### src/rtl/tinker_pkg.sv
// Shared types and defaults for the tinker core memory-port arbiter.
//   arb_state_t : arbiter FSM states
//   src_t       : which requester owns the in-flight transaction
//   mem_req_t   : captured request payload driven onto the memory port
package tinker_pkg;

  localparam int unsigned ADDR_W         = 64;
  localparam int unsigned IF_DATA_W      = 32;
  localparam int unsigned D_DATA_W       = 64;
  localparam int unsigned MEM_LAT_DEF    = 2;
  localparam int unsigned STARVE_MAX_DEF = 4;
  // Latency counter covers MEM_LAT up to 15.
  localparam int unsigned CNT_W          = 4;

  typedef enum logic [1:0] {
    IDLE  = 2'd0,
    ISSUE = 2'd1,
    WAIT  = 2'd2,
    RESP  = 2'd3
  } arb_state_t;

  typedef enum logic {
    SRC_IF = 1'b0,
    SRC_D  = 1'b1
  } src_t;

  typedef struct packed {
    logic                we;
    logic [ADDR_W-1:0]   addr;
    logic [D_DATA_W-1:0] wdata;
  } mem_req_t;

endpackage

### src/rtl/mem_port_arbiter_if.sv
// Bus bundle between the core (fetch + data ports), the arbiter and the memory.
//   slave  : arbiter view (takes requests and m_rdata, drives grants/responses/memory strobe)
//   master : environment view (core requesters and memory array)
interface mem_port_arbiter_if;
  import tinker_pkg::*;

  logic                 if_req;
  logic [ADDR_W-1:0]    if_addr;
  logic                 if_gnt;
  logic                 if_rvalid;
  logic [IF_DATA_W-1:0] if_rdata;

  logic                 d_req;
  logic                 d_we;
  logic [ADDR_W-1:0]    d_addr;
  logic [D_DATA_W-1:0]  d_wdata;
  logic                 d_gnt;
  logic                 d_rvalid;
  logic [D_DATA_W-1:0]  d_rdata;

  logic                 m_en;
  logic                 m_we;
  logic [ADDR_W-1:0]    m_addr;
  logic [D_DATA_W-1:0]  m_wdata;
  logic [D_DATA_W-1:0]  m_rdata;

  modport slave (
    input  if_req, if_addr, d_req, d_we, d_addr, d_wdata, m_rdata,
    output if_gnt, if_rvalid, if_rdata, d_gnt, d_rvalid, d_rdata,
           m_en, m_we, m_addr, m_wdata
  );

  modport master (
    output if_req, if_addr, d_req, d_we, d_addr, d_wdata, m_rdata,
    input  if_gnt, if_rvalid, if_rdata, d_gnt, d_rvalid, d_rdata,
           m_en, m_we, m_addr, m_wdata
  );

endinterface

### src/rtl/arb_prio_pick.sv
// Combinational grant select: data wins unless fetch has been starved STARVE_MAX times.
//   if_req, d_req : pending requests
//   starve_cnt    : consecutive data grants while fetch waited
//   idle          : arbiter can accept a request this cycle
//   if_gnt, d_gnt : one-hot (or zero) grant
module arb_prio_pick #(
  parameter int unsigned STARVE_MAX = 4,
  parameter int unsigned STARVE_W   = 3
) (
  input  logic                if_req,
  input  logic                d_req,
  input  logic [STARVE_W-1:0] starve_cnt,
  input  logic                idle,
  output logic                if_gnt,
  output logic                d_gnt
);

  logic force_if;

  always_comb begin
    force_if = (starve_cnt == STARVE_W'(STARVE_MAX));
    d_gnt    = idle & d_req & ~(if_req & force_if);
    if_gnt   = idle & if_req & (~d_req | force_if);
  end

endmodule

### src/rtl/mem_port_arbiter.sv
// Shares one fixed-latency memory between the fetch and data ports, one
// transaction in flight at a time.
//   clk, reset : clock, asynchronous active-high reset
//   bus        : fetch/data request+response ports and the memory port
module mem_port_arbiter
  import tinker_pkg::*;
#(
  parameter int unsigned MEM_LAT    = MEM_LAT_DEF,
  parameter int unsigned STARVE_MAX = STARVE_MAX_DEF
) (
  input logic               clk,
  input logic               reset,
  mem_port_arbiter_if.slave bus
);

  localparam int unsigned STARVE_W = $clog2(STARVE_MAX + 1);

  arb_state_t           state, state_next;
  logic [CNT_W-1:0]     lat_cnt, lat_cnt_next;
  logic [STARVE_W-1:0]  starve_cnt;
  src_t                 src;
  logic                 resp_we;
  logic                 idle, if_gnt, d_gnt, grant, resp_load;
  mem_req_t             pick;

  logic                 m_en_q, m_we_q;
  logic [ADDR_W-1:0]    m_addr_q;
  logic [D_DATA_W-1:0]  m_wdata_q;
  logic                 if_rvalid_q, d_rvalid_q;
  logic [IF_DATA_W-1:0] if_rdata_q;
  logic [D_DATA_W-1:0]  d_rdata_q;

  // RESP can accept the next request, giving MEM_LAT+2 throughput.
  assign idle = ~reset & ((state == IDLE) | (state == RESP));

  arb_prio_pick #(
    .STARVE_MAX (STARVE_MAX),
    .STARVE_W   (STARVE_W)
  ) u_prio_pick (
    .if_req     (bus.if_req),
    .d_req      (bus.d_req),
    .starve_cnt (starve_cnt),
    .idle       (idle),
    .if_gnt     (if_gnt),
    .d_gnt      (d_gnt)
  );

  assign grant      = if_gnt | d_gnt;
  assign bus.if_gnt = if_gnt;
  assign bus.d_gnt  = d_gnt;

  // Payload of the winning requester.
  always_comb begin
    pick.we    = 1'b0;
    pick.addr  = bus.if_addr;
    pick.wdata = '0;
    if (d_gnt) begin
      pick.we    = bus.d_we;
      pick.addr  = bus.d_addr;
      pick.wdata = bus.d_wdata;
    end
  end

  // Next-state and latency counter.
  always_comb begin
    state_next   = state;
    lat_cnt_next = lat_cnt;
    resp_load    = 1'b0;
    case (state)
      IDLE, RESP: begin
        if (grant) state_next = ISSUE;
      end
      ISSUE: begin
        lat_cnt_next = CNT_W'(MEM_LAT);
        state_next   = WAIT;
      end
      WAIT: begin
        lat_cnt_next = lat_cnt - CNT_W'(1);
        // Counter reaching zero this cycle: m_rdata is valid now.
        if (lat_cnt == CNT_W'(1)) begin
          resp_load  = 1'b1;
          state_next = RESP;
        end
      end
      default: state_next = IDLE;
    endcase
  end

  // State register.
  always_ff @(posedge clk or posedge reset) begin
    if (reset) begin
      state   <= IDLE;
      lat_cnt <= '0;
    end else begin
      state   <= state_next;
      lat_cnt <= lat_cnt_next;
    end
  end

  // Starvation counter: counts data grants that overtook a waiting fetch.
  always_ff @(posedge clk or posedge reset) begin
    if (reset) begin
      starve_cnt <= '0;
    end else if (!bus.if_req || if_gnt) begin
      starve_cnt <= '0;
    end else if (d_gnt && starve_cnt != STARVE_W'(STARVE_MAX)) begin
      starve_cnt <= starve_cnt + STARVE_W'(1);
    end
  end

  // Request capture, memory strobe and response registers.
  always_ff @(posedge clk or posedge reset) begin
    if (reset) begin
      m_en_q      <= 1'b0;
      m_we_q      <= 1'b0;
      m_addr_q    <= '0;
      m_wdata_q   <= '0;
      src         <= SRC_IF;
      resp_we     <= 1'b0;
      if_rvalid_q <= 1'b0;
      d_rvalid_q  <= 1'b0;
      if_rdata_q  <= '0;
      d_rdata_q   <= '0;
    end else begin
      m_en_q      <= grant;
      m_we_q      <= grant & pick.we;
      if (grant) begin
        m_addr_q  <= pick.addr;
        m_wdata_q <= pick.wdata;
        src       <= d_gnt ? SRC_D : SRC_IF;
        resp_we   <= pick.we;
      end
      if_rvalid_q <= resp_load & (src == SRC_IF);
      d_rvalid_q  <= resp_load & (src == SRC_D);
      if (resp_load && src == SRC_IF) if_rdata_q <= bus.m_rdata[IF_DATA_W-1:0];
      if (resp_load && src == SRC_D)  d_rdata_q  <= resp_we ? '0 : bus.m_rdata;
    end
  end

  assign bus.m_en      = m_en_q;
  assign bus.m_we      = m_we_q;
  assign bus.m_addr    = m_addr_q;
  assign bus.m_wdata   = m_wdata_q;
  assign bus.if_rvalid = if_rvalid_q;
  assign bus.if_rdata  = if_rdata_q;
  assign bus.d_rvalid  = d_rvalid_q;
  assign bus.d_rdata   = d_rdata_q;

endmodule

### src/flat_wrapper.sv
// flat-port wrapper written by rule: the top's interface ports become plain ports
module mem_port_arbiter_flat import tinker_pkg::*;
#(
  parameter int unsigned MEM_LAT    = MEM_LAT_DEF,
  parameter int unsigned STARVE_MAX = STARVE_MAX_DEF
)
  (clk, reset, bus_if_req, bus_if_addr, bus_d_req, bus_d_we, bus_d_addr, bus_d_wdata, bus_m_rdata, bus_if_gnt, bus_if_rvalid, bus_if_rdata, bus_d_gnt, bus_d_rvalid, bus_d_rdata, bus_m_en, bus_m_we, bus_m_addr, bus_m_wdata);
  mem_port_arbiter_if bus_i ();
  input logic clk;
  input logic reset;
  input wire logic [$bits(bus_i.if_req)-1:0] bus_if_req;
  input wire logic [$bits(bus_i.if_addr)-1:0] bus_if_addr;
  input wire logic [$bits(bus_i.d_req)-1:0] bus_d_req;
  input wire logic [$bits(bus_i.d_we)-1:0] bus_d_we;
  input wire logic [$bits(bus_i.d_addr)-1:0] bus_d_addr;
  input wire logic [$bits(bus_i.d_wdata)-1:0] bus_d_wdata;
  input wire logic [$bits(bus_i.m_rdata)-1:0] bus_m_rdata;
  output wire logic [$bits(bus_i.if_gnt)-1:0] bus_if_gnt;
  output wire logic [$bits(bus_i.if_rvalid)-1:0] bus_if_rvalid;
  output wire logic [$bits(bus_i.if_rdata)-1:0] bus_if_rdata;
  output wire logic [$bits(bus_i.d_gnt)-1:0] bus_d_gnt;
  output wire logic [$bits(bus_i.d_rvalid)-1:0] bus_d_rvalid;
  output wire logic [$bits(bus_i.d_rdata)-1:0] bus_d_rdata;
  output wire logic [$bits(bus_i.m_en)-1:0] bus_m_en;
  output wire logic [$bits(bus_i.m_we)-1:0] bus_m_we;
  output wire logic [$bits(bus_i.m_addr)-1:0] bus_m_addr;
  output wire logic [$bits(bus_i.m_wdata)-1:0] bus_m_wdata;
  assign bus_i.if_req = bus_if_req;
  assign bus_i.if_addr = bus_if_addr;
  assign bus_i.d_req = bus_d_req;
  assign bus_i.d_we = bus_d_we;
  assign bus_i.d_addr = bus_d_addr;
  assign bus_i.d_wdata = bus_d_wdata;
  assign bus_i.m_rdata = bus_m_rdata;
  assign bus_if_gnt = bus_i.if_gnt;
  assign bus_if_rvalid = bus_i.if_rvalid;
  assign bus_if_rdata = bus_i.if_rdata;
  assign bus_d_gnt = bus_i.d_gnt;
  assign bus_d_rvalid = bus_i.d_rvalid;
  assign bus_d_rdata = bus_i.d_rdata;
  assign bus_m_en = bus_i.m_en;
  assign bus_m_we = bus_i.m_we;
  assign bus_m_addr = bus_i.m_addr;
  assign bus_m_wdata = bus_i.m_wdata;
  mem_port_arbiter #(.MEM_LAT(MEM_LAT), .STARVE_MAX(STARVE_MAX)) u_core (.clk(clk), .reset(reset), .bus(bus_i));
endmodule
### config.mk
export PLATFORM = sky130hd
export DESIGN_NAME = mem_port_arbiter_flat
export DESIGN_NICKNAME = d
export VERILOG_FILES = /design/src/rtl/tinker_pkg.sv /design/src/rtl/mem_port_arbiter_if.sv /design/src/rtl/arb_prio_pick.sv /design/src/rtl/mem_port_arbiter.sv /design/src/flat_wrapper.sv
export SDC_FILE = /design/constraint.sdc
export NUM_CORES = 1
export LEC_CHECK = 0
export ABC_CLOCK_PERIOD_IN_PS = 17100
export CAP_MARGIN = 20
export CORE_AREA = 2 2 189 191
export DETAILED_ROUTE_END_ITERATION = 10
export DIE_AREA = 0 0 191 193
export DONT_BUFFER_PORTS = 1
export GPL_TIMING_DRIVEN = 0
export HOLD_SLACK_MARGIN = 0.05
export PLACE_DENSITY = 0.47
export SYNTH_ARGS = -nofsm -noshare
export SYNTH_HDL_FRONTEND = slang
export SYNTH_SLANG_ARGS = --single-unit
### constraint.sdc
create_clock -name clk -period 17.1 [get_ports clk]
set_input_delay 1.71 -clock clk [delete_from_list [all_inputs] [get_ports clk]]
set_output_delay 1.71 -clock clk [all_outputs]
set_load 0.02 [all_outputs]
Word level (Yosys, flattened, before mapping)
Index checks and enable logic that the tools add are counted.
{ "op_classes": {"addsub": 2, "n_mul": 0, "div_mod_pow": 0, "magnitude_cmp": 0, "n_eq_ne": 8, "n_shift": 0, "mux": 11, "bitwise_logic": 16, "n_reduce_logical": 10} }
{ "ops": {"columns": ["cell", "n"], "rows": [
  ["129-bit 2-to-1 mux", 1],
  ["64-bit 2-to-1 mux", 1],
  ["1-bit bitwise AND", 9],
  ["4-bit case mux with 2 select lines", 1],
  ["3-bit 2-to-1 mux", 2],
  ["2-bit case mux with 3 select lines", 1],
  ["2-bit == test, second input constant", 2],
  ["4-bit by 1-bit == test with 1-bit output, second input constant", 1],
  ["2-bit 2-to-1 mux", 2],
  ["2-bit by 1-bit inequality test with 1-bit output, second input constant", 2],
  ["1-bit NOT", 4],
  ["2-bit nonzero test", 2],
  ["4-bit by 1-bit subtractor with 4-bit output, second input constant", 1],
  ["3-bit by 1-bit adder with 3-bit output, second input constant", 1],
  ["3-bit == test, second input constant", 1],
  ["1-bit logical AND", 3],
  ["1-bit 2-to-1 mux", 3],
  ["3-bit inequality test, second input constant", 1],
  ["1-bit OR", 3],
  ["2-bit by 1-bit == test with 1-bit output, second input constant", 1],
  ["2-bit logical NOT", 1],
  ["2-bit AND reduction", 1],
  ["2-bit OR reduction", 1],
  ["1-bit logical NOT", 1],
  ["1-bit logical OR", 1]
]} }
{ "totals": {"ff_bits": 239, "latchBits": 0, "ram_bits": 0, "romBits": 0, "out_inout_bits": 230, "word_cells": 60, "mem_count": 0} }

Depth between registers and ports, before layout
Gate-level depths: netlist (run 1).
{ "depth": {"word_depth": 8, "depth_mapped": 9, "ltp_nobuf": 7} }

Modules after synthesis
From an unflattened synthesis (run 1), not the netlist that was laid out.
{ "unflattened": {"cells_unflattened": 901, "hier_area_um2": 10118.5} }
{ "by_module_without_submodules": {"columns": ["mod", "n_inst", "cells_each", "area_each_um2", "seq_area_each_um2"], "rows": [
  ["mem_port_arbiter", 1, 896, 10087.2, 5980.7],
  ["arb_prio_pick", 1, 5, 31.3, 0.0]
]} }

Least setup slack after synthesis (run 1)
Ideal clock, no wire load.
{ "synth_path": {"kind": "input to output", "from": "input reset", "to": "output bus_d_gnt", "t_arrival_ns": 2.491, "t_required_ns": 15.390, "slack_ns": 12.899, "cell_stages": 5, "n_path_buf": 2, "cell_sequence": "and2b_4 > nand3_2 > inv_2 > buf_6 > buf_2"} }
{ "synth_between": {"elab_chain_cells": 4} }
{ "synth_lines": {"columns": ["item", "line_no", "source"], "rows": [
  ["from (decl)", "flat_wrapper.sv:10", "input logic reset;"],
  ["1-bit NOT", "mem_port_arbiter.sv:34", "assign idle = ~reset & ((state == IDLE) | (state == RESP));"],
  ["1-bit bitwise AND", "mem_port_arbiter.sv:34", null],
  ["1-bit bitwise AND (2 in a row)", "arb_prio_pick.sv:22", "d_gnt = idle & d_req & ~(if_req & force_if);"],
  ["to (decl)", "flat_wrapper.sv:21", "output wire logic [$bits(bus_i.d_gnt)-1:0] bus_d_gnt;"]
]} }
Every way passes these cells.

Final worst setup path (run 1)
Same ends and word-level chain as after synthesis.

==> results of run 1 <==
-- cell usage after synthesis, drive strengths merged --
library cell / number / area share (%)
a21boi: 3 / 0.22
a21o: 2 / 0.15
a21oi: 131 / 9.2
a22o: 66 / 5.8
and2: 1 / 0.062
and2b: 1 / 0.10
and3: 1 / 0.062
buf: 50 / 3.3
clkbuf: 18 / 0.67
dfrtp: 239 / 60
ha: 6 / 0.75
inv: 11 / 0.41
mux2: 33 / 3.7
mux2i: 1 / 0.10
nand2: 137 / 5.1
nand2b: 65 / 4.0
nand3: 3 / 0.20
nand4: 2 / 0.12
nor2: 67 / 2.5
nor2b: 1 / 0.062
nor3: 1 / 0.050
nor3b: 3 / 0.27
o21ai: 69 / 3.5
or3: 1 / 0.062
-- where the power goes --
group	internal (mW)	switching (mW)
registers	0.756	0.402
logic	0.214	0.281
clock network	0.352	0.237
-- registers in the layout (all words and copies together), names as in the netlist --
name	count
u_core.bus.m_en	1
u_core.bus.m_addr	64
u_core.src	1
u_core.lat_cnt	4
u_core.starve_cnt	3
u_core.bus.m_we	1
u_core.bus.d_rdata	64
u_core.bus.d_rvalid	1
u_core.resp_we	1
u_core.bus.if_rdata	32
u_core.bus.m_wdata	64
u_core.bus.if_rvalid	1
u_core.state	2
-- worst paths after layout --
path	endpoint	slack [ns]	from	cells past startpoint
max in group asynchronous	u_core.bus.d_rdata[4]	14.80	reset	2
min in group asynchronous	u_core.lat_cnt[2]	1.19	reset	1
setup reg to reg	u_core.bus.m_addr[46]	15.06	u_core.state[0]	8
hold reg to reg	u_core.state[1]	0.56	u_core.state[1]	2
hold / removal	u_core.state[1]	0.56	u_core.state[1]	2
setup / recovery	bus_d_gnt	12.67	reset	5
-- layer usage --
metal	global-route usage, %	part of all wire, %	vias to the layer above
li1	-	-	3157
met1	18.52	36	3370
met2	29.79	51	331
met3	6.389	11	50
met4	4.741	2.3	0
met5	0	0	-
-- cell type report --
cell class / instances / area, um^2 / area share, %
repair buffers: 1 / 27.53 / 0.2382
well taps: 461 / 576.8 / 4.991
inverters: 11 / 48.80 / 0.4222
plain buffers: 68 / 402.9 / 3.486
flip-flops and latches: 239 / 5981 / 51.75
multi-input cells: 594 / 3620 / 31.32
diodes: 2 / 5.005 / 0.04330
clock buffers: 36 / 749.5 / 6.485
clock inverters: 12 / 146.4 / 1.267
-- cell families (layout without fill, tap and decap cells) --
kind of cell	Yosys count	count (layout)	share of synthesized area [%]
multiplexers	34	34	3.799
flip-flops	239	239	59.54
buffers and inverters	79	128	4.422
other	0	2	0
AND/OR/NAND/NOR	283	283	12.67
adder cells (fa/ha/maj)	6	6	0.7474
AO/OA/AOI/OAI	271	271	18.82
-- per-stage QoR --
step	total power, mW	cells
6_report	2.242	1424
5_1_grt	2.381	1424
3_5_place_dp	1.674	1374
2_1_floorplan	1.489	912
3_3_place_gp	1.661	1373
4_1_cts	2.274	1422
-- critical path: cells and delay by family --
family	cells	cell delay [ns]
buffers and inverters	3	0.60
and+or+nand+nor	2	0.39
==> impl_metrics.json, run 1 <==
{
  "drc": 0,
  "avgSynthCellArea_um2": 11.01,
  "cts_sinks": 239,
  "dpl_cell_area_um2": 10660,
  "synthCells": 912,
  "cap_violations": 0,
  "vias": 6908,
  "relSlewSlack_pct": 42.32,
  "cp_max_fo": 10,
  "gr-usage-all-layers_pct": 16.70,
  "clock_path_buffers": 3,
  "hold_buffers": 0,
  "period_needed_ns": 4.426,
  "drtIter0Drc": 213,
  "synth_seq_area_share_pct": 59.54,
  "synth_cell_types": 34,
  "hpwlAfterDp_mm": 24.57,
  "hold_viol_final": 0,
  "worst_setup_path_end_kind": "output port",
  "hold_path_class": "reg2reg",
  "finalSetupViolations": 0,
  "power.leakage_nw": 5.352,
  "cts_tree": "done",
  "finClkSkew_ns": 0.01200,
  "drive_gt1_share_pct": 18.42,
  "hold-worst-slack_ns": 0.5592,
  "period_share_pct": 25.89,
  "worstMarginPinSlew_ns": 0.8652,
  "gp_congestion": 0.8027,
  "via_per_inst": 4.851,
  "antenna_found_initial": 2,
  "fin_ws_ns": 12.67,
  "crit_required_ns": 15.39,
  "cts.clk_slew.worst_paths_ns": 0.06,
  "initial_core_util_pct": 28.73,
  "htree_levels": 1,
  "drt-pass1-iter-count": 4,
  "critPathLaunchType": "input pin",
  "rows": 69,
  "critPathMaxStageDelay_ns": 0.31,
  "rsz0062_at_grt": "false",
  "synth_nets": 1179,
  "die_h_um": 193,
  "grt_pass1_vias": 7275,
  "routed_wl_mm": 32.41,
  "cts-buffers-inserted": 27,
  "synth-seq-cells": 239,
  "status": "complete, no violations",
  "drtAntennaViolNets": 0,
  "insertion_delay_ns": 0.53,
  "clock.fmax_mhz": 225.9,
  "fin_area_um2": 11560,
  "crit_chain": "and2b_4 > nand3_2 > inv_2 > buf_6 > buf_2",
  "p_per_area_nw_per_um2": 194.0,
  "grt_max_degree": 122,
  "post_cts_buffers": 0,
  "port_buffers": 0,
  "core_area_um2": 34960,
  "cp_slowest_cell": "buf_2",
  "finalMaxSlewViolations": 0,
  "die_x_um": 191,
  "die_area_um2": 36860,
  "irDropWorstVdd_mv": 0.08907,
  "wl_per_cell_um": 22.76,
  "grt_pass1_wl_mm": 46.86,
  "final_common_cell": "dfrtp_1",
  "io-pin-count": 491,
  "dp_slack_ns": 12.65,
  "ctsResizeCount": 0,
  "overflow": 0,
  "yosys_warnings": 0,
  "tns_ns": 0,
  "path_class": "in2out",
  "syn2layout_area_growth_pct": 15.06,
  "nNetsFinal": 1209,
  "critical_path_arrival_ns": 2.72,
  "synth.cell_area_um2": 10040,
  "fill_cells": 3604,
  "mostFrequentLayoutCells": "dfrtp_1, nand2_1, a21oi_2",
  "final_util_pct": 33.05,
  "clockRootBuffer": "clkbuf_16"
}
No activity file was read; power rests on OpenSTA's default activity.
==> run 2: changes to the inputs <==
Settings changed: ABC_CLOCK_PERIOD_IN_PS 17100 to 3700, PLACE_DENSITY 0.47 to 0.49.
Clock period 17.1 ns to 3.7 ns, I/O delays scaled along.
==> run 2 against run 1 <==
Global-route usage is 1.6 points higher. Setup slack got worse by 12 ns. Clock skew up 0.0020 ns. Design area up 23%. Non-clock buffer count increased by 263. Critical path type is now reg2reg. Combinational power rose to 6.4 times the previous value. Cell count is 19% higher. Utilization up 7.6 points. Die area unchanged. Sequential share of layout area down 9.6 points. Count of clock-buffer cells in the layout is 5 higher. Via count grew 18%. Largest cell class unchanged.
==> impl_metrics.json, run 2 (synthesis gave the netlist of run 1 again) <==
{
  "dp.cells": 1379,
  "die_h_um": 193,
  "period_needed_ns": 2.549,
  "via_per_inst": 4.848,
  "nNetsFinal": 1472,
  "drtIter0Drc": 226,
  "grt_pass1_wl_mm": 52.03,
  "port_buffers": 0,
  "use_met1_pct": 20.61,
  "period_share_pct": 68.88,
  "clockRootBuffer": "clkbuf_16",
  "fin_cells": 1688,
  "clock_path_buffers": 3,
  "drc": 0,
  "grt_max_degree": 41,
  "wl_per_cell_um": 21.22,
  "dpl_cell_area_um2": 10750,
  "path_delay_family": "buffers and inverters",
  "crit_chain": "inv_1 > ha_1 > and2b_4 > nand3_2 > buf_2 > buf_2 > nand2_1 > a21oi_1 > dlygate4sd3_1",
  "gr-usage-all-layers_pct": 18.33,
  "top_usage_layer": "met2",
  "cts_tree": "done",
  "drive_gt1_share_pct": 14.71,
  "cp_slowest_cell": "dlygate4sd3_1",
  "hold-worst-slack_ns": 0.08565,
  "io-pin-count": 491,
  "insertion_delay_ns": 0.54,
  "relSlewSlack_pct": 42.15,
  "crit_buf_inv": 4,
  "die_x_um": 191,
  "power.total_mw": 11.17,
  "power.leakage_nw": 6.426,
  "final_util_pct": 40.63,
  "worstMarginPinSlew_ns": 0.8659,
  "crit_required_ns": 4.17,
  "cts.clk_slew.worst_paths_ns": 0.06,
  "hpwlAfterDp_mm": 25.42,
  "htree_levels": 1,
  "p_per_area_nw_per_um2": 786.1,
  "vias": 8184,
  "cap_violations": 0,
  "path_class": "reg2reg",
  "use_met2_pct": 32.37,
  "drtAntennaViolNets": 0,
  "drt-pass1-iter-count": 6,
  "met3_usage_pct": 5.882,
  "rsz0062_at_grt": "false",
  "gp_congestion": 0.8552,
  "ctsResizeCount": 0,
  "hold_viol_final": 0,
  "cts_sinks": 239,
  "clock.fmax_mhz": 392.4,
  "die_area_um2": 36860,
  "fin_area_um2": 14210,
  "grt_pass1_vias": 8775,
  "initial_core_util_pct": 28.73,
  "cp_common_cell": "buf_2",
  "finalMaxSlewViolations": 0,
  "mostFrequentLayoutCells": "dlygate4sd3_1, dfrtp_1, nand2_1",
  "routed_wl_mm": 35.82,
  "antenna_found_initial": 4,
  "syn2layout_area_growth_pct": 41.43,
  "cp_max_fo": 10,
  "final_common_cell": "dlygate4sd3_1",
  "overflow": 0,
  "hold_path_class": "in2reg",
  "cts-buffers-inserted": 27,
  "critPathMaxStageDelay_ns": 0.56,
  "critical_path_arrival_ns": 3.02,
  "finClkSkew_ns": 0.01400,
  "worst_setup_path_end_kind": "register",
  "status": "complete, no violations",
  "irDropWorstVdd_mv": 0.5270,
  "critPathLaunchType": "register",
  "finalSetupViolations": 0,
  "core_area_um2": 34960,
  "hold_buffers": 258,
  "post_cts_buffers": 0,
  "fill_cells": 3352,
  "rows": 69
}
run 2: cell count changes in the layout (fill, tap and decap cells not counted), sizes merged:
cell,before,now
dlygate4sd3,0,258
clkinv,6,3
bufinv,3,1
buf,51,56
clkinvlp,3,2
clkbuf,54,59
inv,11,12
diode,2,3
run 2: per-stage QoR:
step                setup TNS, ns  worst slack (ns)
floorplan                       0            0.1962
global placement          -328.95            -1.401
detailed placement              0             1.640
CTS                             0             1.090
global route                    0            0.9174
finish                          0             1.151
run 2: layout make-up:
cell class	instances	area [um^2]	area share [%]
inverters	11	45.04	0.3171
diodes	3	7.507	0.05284
repair buffers	264	2703	19.02
well taps	461	576.8	4.060
multi-input cells	594	3620	25.48
clock buffers	41	798.3	5.619
flip-flops and latches	239	5981	42.10
plain buffers	68	402.9	2.836
clock inverters	7	72.57	0.5108
run 2: path summary, 6_finish.rpt:
kind | startpoint | slack [ns] | cells past startpoint | end
min reg2reg | u_core.state[0] | 0.56 | 2 | u_core.state[0]
max | u_core.state[0] | 1.15 | 9 | u_core.bus.m_addr[56]
min | bus_m_rdata[52] | 0.09 | 2 | u_core.bus.d_rdata[52]
max reg2reg | u_core.state[0] | 1.15 | 9 | u_core.bus.m_addr[56]
min in group asynchronous | reset | 0.51 | 2 | u_core.bus.m_wdata[17]
max in group asynchronous | reset | 2.06 | 5 | u_core.bus.if_rdata[13]
run 2: power by group:
| group | switching [mW] | internal [mW] | leakage [nW] |
|---|---|---|---|
| clock network | 1.09 | 1.55 | 0.428 |
| logic | 1.52 | 1.64 | 3.24 |
| registers | 1.87 | 3.49 | 2.76 |
run 2: metal layers:
metal  part of all wire, %  vias up
met4                   3.6        2
met1                    37     4056
met3                   9.2       66
li1                      -     3693
met5                 0.045        -
met2                    50      367
==> run 3: changes to the inputs <==
Settings changed: ABC_CLOCK_PERIOD_IN_PS 3700 to 2300.
Clock period 3.7 ns to 2.3 ns, I/O delays scaled along.
==> run 3 against run 2 <==
Cell count rose by 0.24%. Flip-flop and latch count did not move. Clock skew rose by 0.0015 ns. Setup slack got worse by 1.0 ns. Via count fell by 0.11%. Clock power rose by 61%. Combinational power rose by 35%. Utilization rose by 0.28 points. Register-to-register slack got worse by 0.84 ns. Worst hold slack improved by 0.074 ns. Critical path type is now reg2out. Largest power group unchanged.
==> impl_metrics.json, run 3 (synthesis gave the netlist of run 1 again) <==
{
  "finalMaxSlewViolations": 0,
  "cts_sinks": 239,
  "wl_per_cell_um": 21.13,
  "core_area_um2": 34960,
  "regArea_um2": 5981,
  "power.total_mw": 17.17,
  "grt_max_degree": 41,
  "hpwlAfterDp_mm": 25.42,
  "period_share_pct": 93.81,
  "fin_cells": 1692,
  "mostFrequentLayoutCells": "dlygate4sd3_1, dfrtp_1, nand2_1",
  "multi_input_area_um2": 3643,
  "crit_buf_inv": 3,
  "relSlewSlack_pct": 41.54,
  "path_delay_family": "flip-flops",
  "critPathLaunchType": "register",
  "critical_path_arrival_ns": 1.93,
  "die_h_um": 193,
  "drtAntennaViolNets": 0,
  "crit_chain": "ha_4 > and2b_4 > nand3_4 > inv_2 > buf_12 > buf_12",
  "period_needed_ns": 2.158,
  "via_per_inst": 4.832,
  "syn2layout_area_growth_pct": 42.40,
  "cts_tree": "done",
  "path_class": "reg2out",
  "gr-usage-all-layers_pct": 18.39,
  "nNetsFinal": 1478,
  "drtIter0Drc": 263,
  "cts.clk_slew.worst_paths_ns": 0.06,
  "cp_max_fo": 10,
  "p_per_area_nw_per_um2": 1200,
  "rows": 69,
  "fin_area_um2": 14300,
  "routed_wl_mm": 35.76,
  "cts-buffers-inserted": 27,
  "critPathMaxStageDelay_ns": 0.42,
  "drive_gt1_share_pct": 14.96,
  "clockRootBuffer": "clkbuf_16",
  "power.leakage_nw": 6.497,
  "grt_pass1_wl_mm": 52.52,
  "cp_slowest_cell": "dfrtp_1",
  "vias": 8175,
  "die_x_um": 191,
  "hold_viol_final": 0,
  "clock_path_buffers": 3,
  "worstMarginPinSlew_ns": 0.8750,
  "antenna_found_initial": 2,
  "dpl_cell_area_um2": 10750,
  "status": "complete, no violations",
  "fill_cells": 3297,
  "drt-pass1-iter-count": 4,
  "tns_ns": 0,
  "grt_pass1_vias": 8858,
  "gp_congestion": 0.8552,
  "cp_common_cell": "buf_12",
  "dp.cells": 1379,
  "drc": 0,
  "irDropWorstVdd_mv": 0.7343,
  "hold_path_class": "in2reg",
  "insertion_delay_ns": 0.54,
  "htree_levels": 1,
  "finClkSkew_ns": 0.01552,
  "worst_setup_path_end_kind": "output port",
  "finalSetupViolations": 0,
  "overflow": 0,
  "io-pin-count": 491,
  "cap_violations": 0,
  "port_buffers": 0,
  "initial_core_util_pct": 28.73,
  "die_area_um2": 36860,
  "crit_required_ns": 2.07,
  "final_common_cell": "dlygate4sd3_1",
  "hold-worst-slack_ns": 0.1595,
  "clock.fmax_mhz": 463.5
}
run 3: cell types whose count changed in the layout (fill, tap and decap cells not counted), moves of 2 or more:
cell           delta
buf_12            +2
buf_4             +2
diode_2           -2
dlygate4sd3_1     +4
run 3: path summary, 6_finish.rpt:
check / from / endpoint / slack (ns) / depth (start not counted)
max in group asynchronous: reset / u_core.bus.if_rdata[13] / 0.75 / 5
worst min-delay path: bus_d_req / u_core.bus.m_en / 0.16 / 3
worst max-delay path: u_core.state[1] / bus_d_gnt / 0.14 / 6
worst min register to register: u_core.lat_cnt[1] / u_core.lat_cnt[1] / 0.56 / 2
worst max register to register: u_core.state[0] / u_core.bus.m_addr[48] / 0.31 / 8
min in group asynchronous: reset / u_core.bus.m_wdata[17] / 0.42 / 2
run 3: worst min-delay path: stages:
cell and delay (ns):
o21ai_2 0.09, inv_2 0.07, buf_2 0.23
run 3: area by class of cell:
| type | count | area share [%] |
|---|---|---|
| Multi-Input combinational cell | 594 | 25.47 |
| Sequential cell | 239 | 41.81 |
| Tap cell | 461 | 4.033 |
| Antenna cell | 1 | 0.01749 |
| Clock buffer | 41 | 5.581 |
| Timing Repair Buffer | 270 | 19.28 |
| Buffer | 68 | 2.983 |
| Inverter | 11 | 0.3149 |
| Clock inverter | 7 | 0.5073 |
run 3: per-stage QoR:
step,util (%),setup slack [ns]
finish,40.91,0.1424
global route,40.90,-0.0009579
CTS,40.77,0.007244
detailed placement,30.73,0.2399
global placement,30.39,-2.661
floorplan,-,-1.064
run 3: timing repair:
item,CTS,global route
buffers inserted,1,1
hold buffers,261,1
gates resized for setup,5,4
setup endpoints to repair,1,2
hold endpoints to repair,262,1
run 3: metal layers:
layer / routed length (um) / track usage [%]
met1: 13540 / 20.98
met2: 17920 / 32.75
met3: 3196 / 5.593
met4: 1085 / 6.202
met5: 13 / 0
run 3: where the power goes:
group          internal (mW)  switching, mW  total [mW]
clock                   2.50           1.76        4.26
combinational           1.96           2.32        4.28
sequential              5.62           3.01        8.63
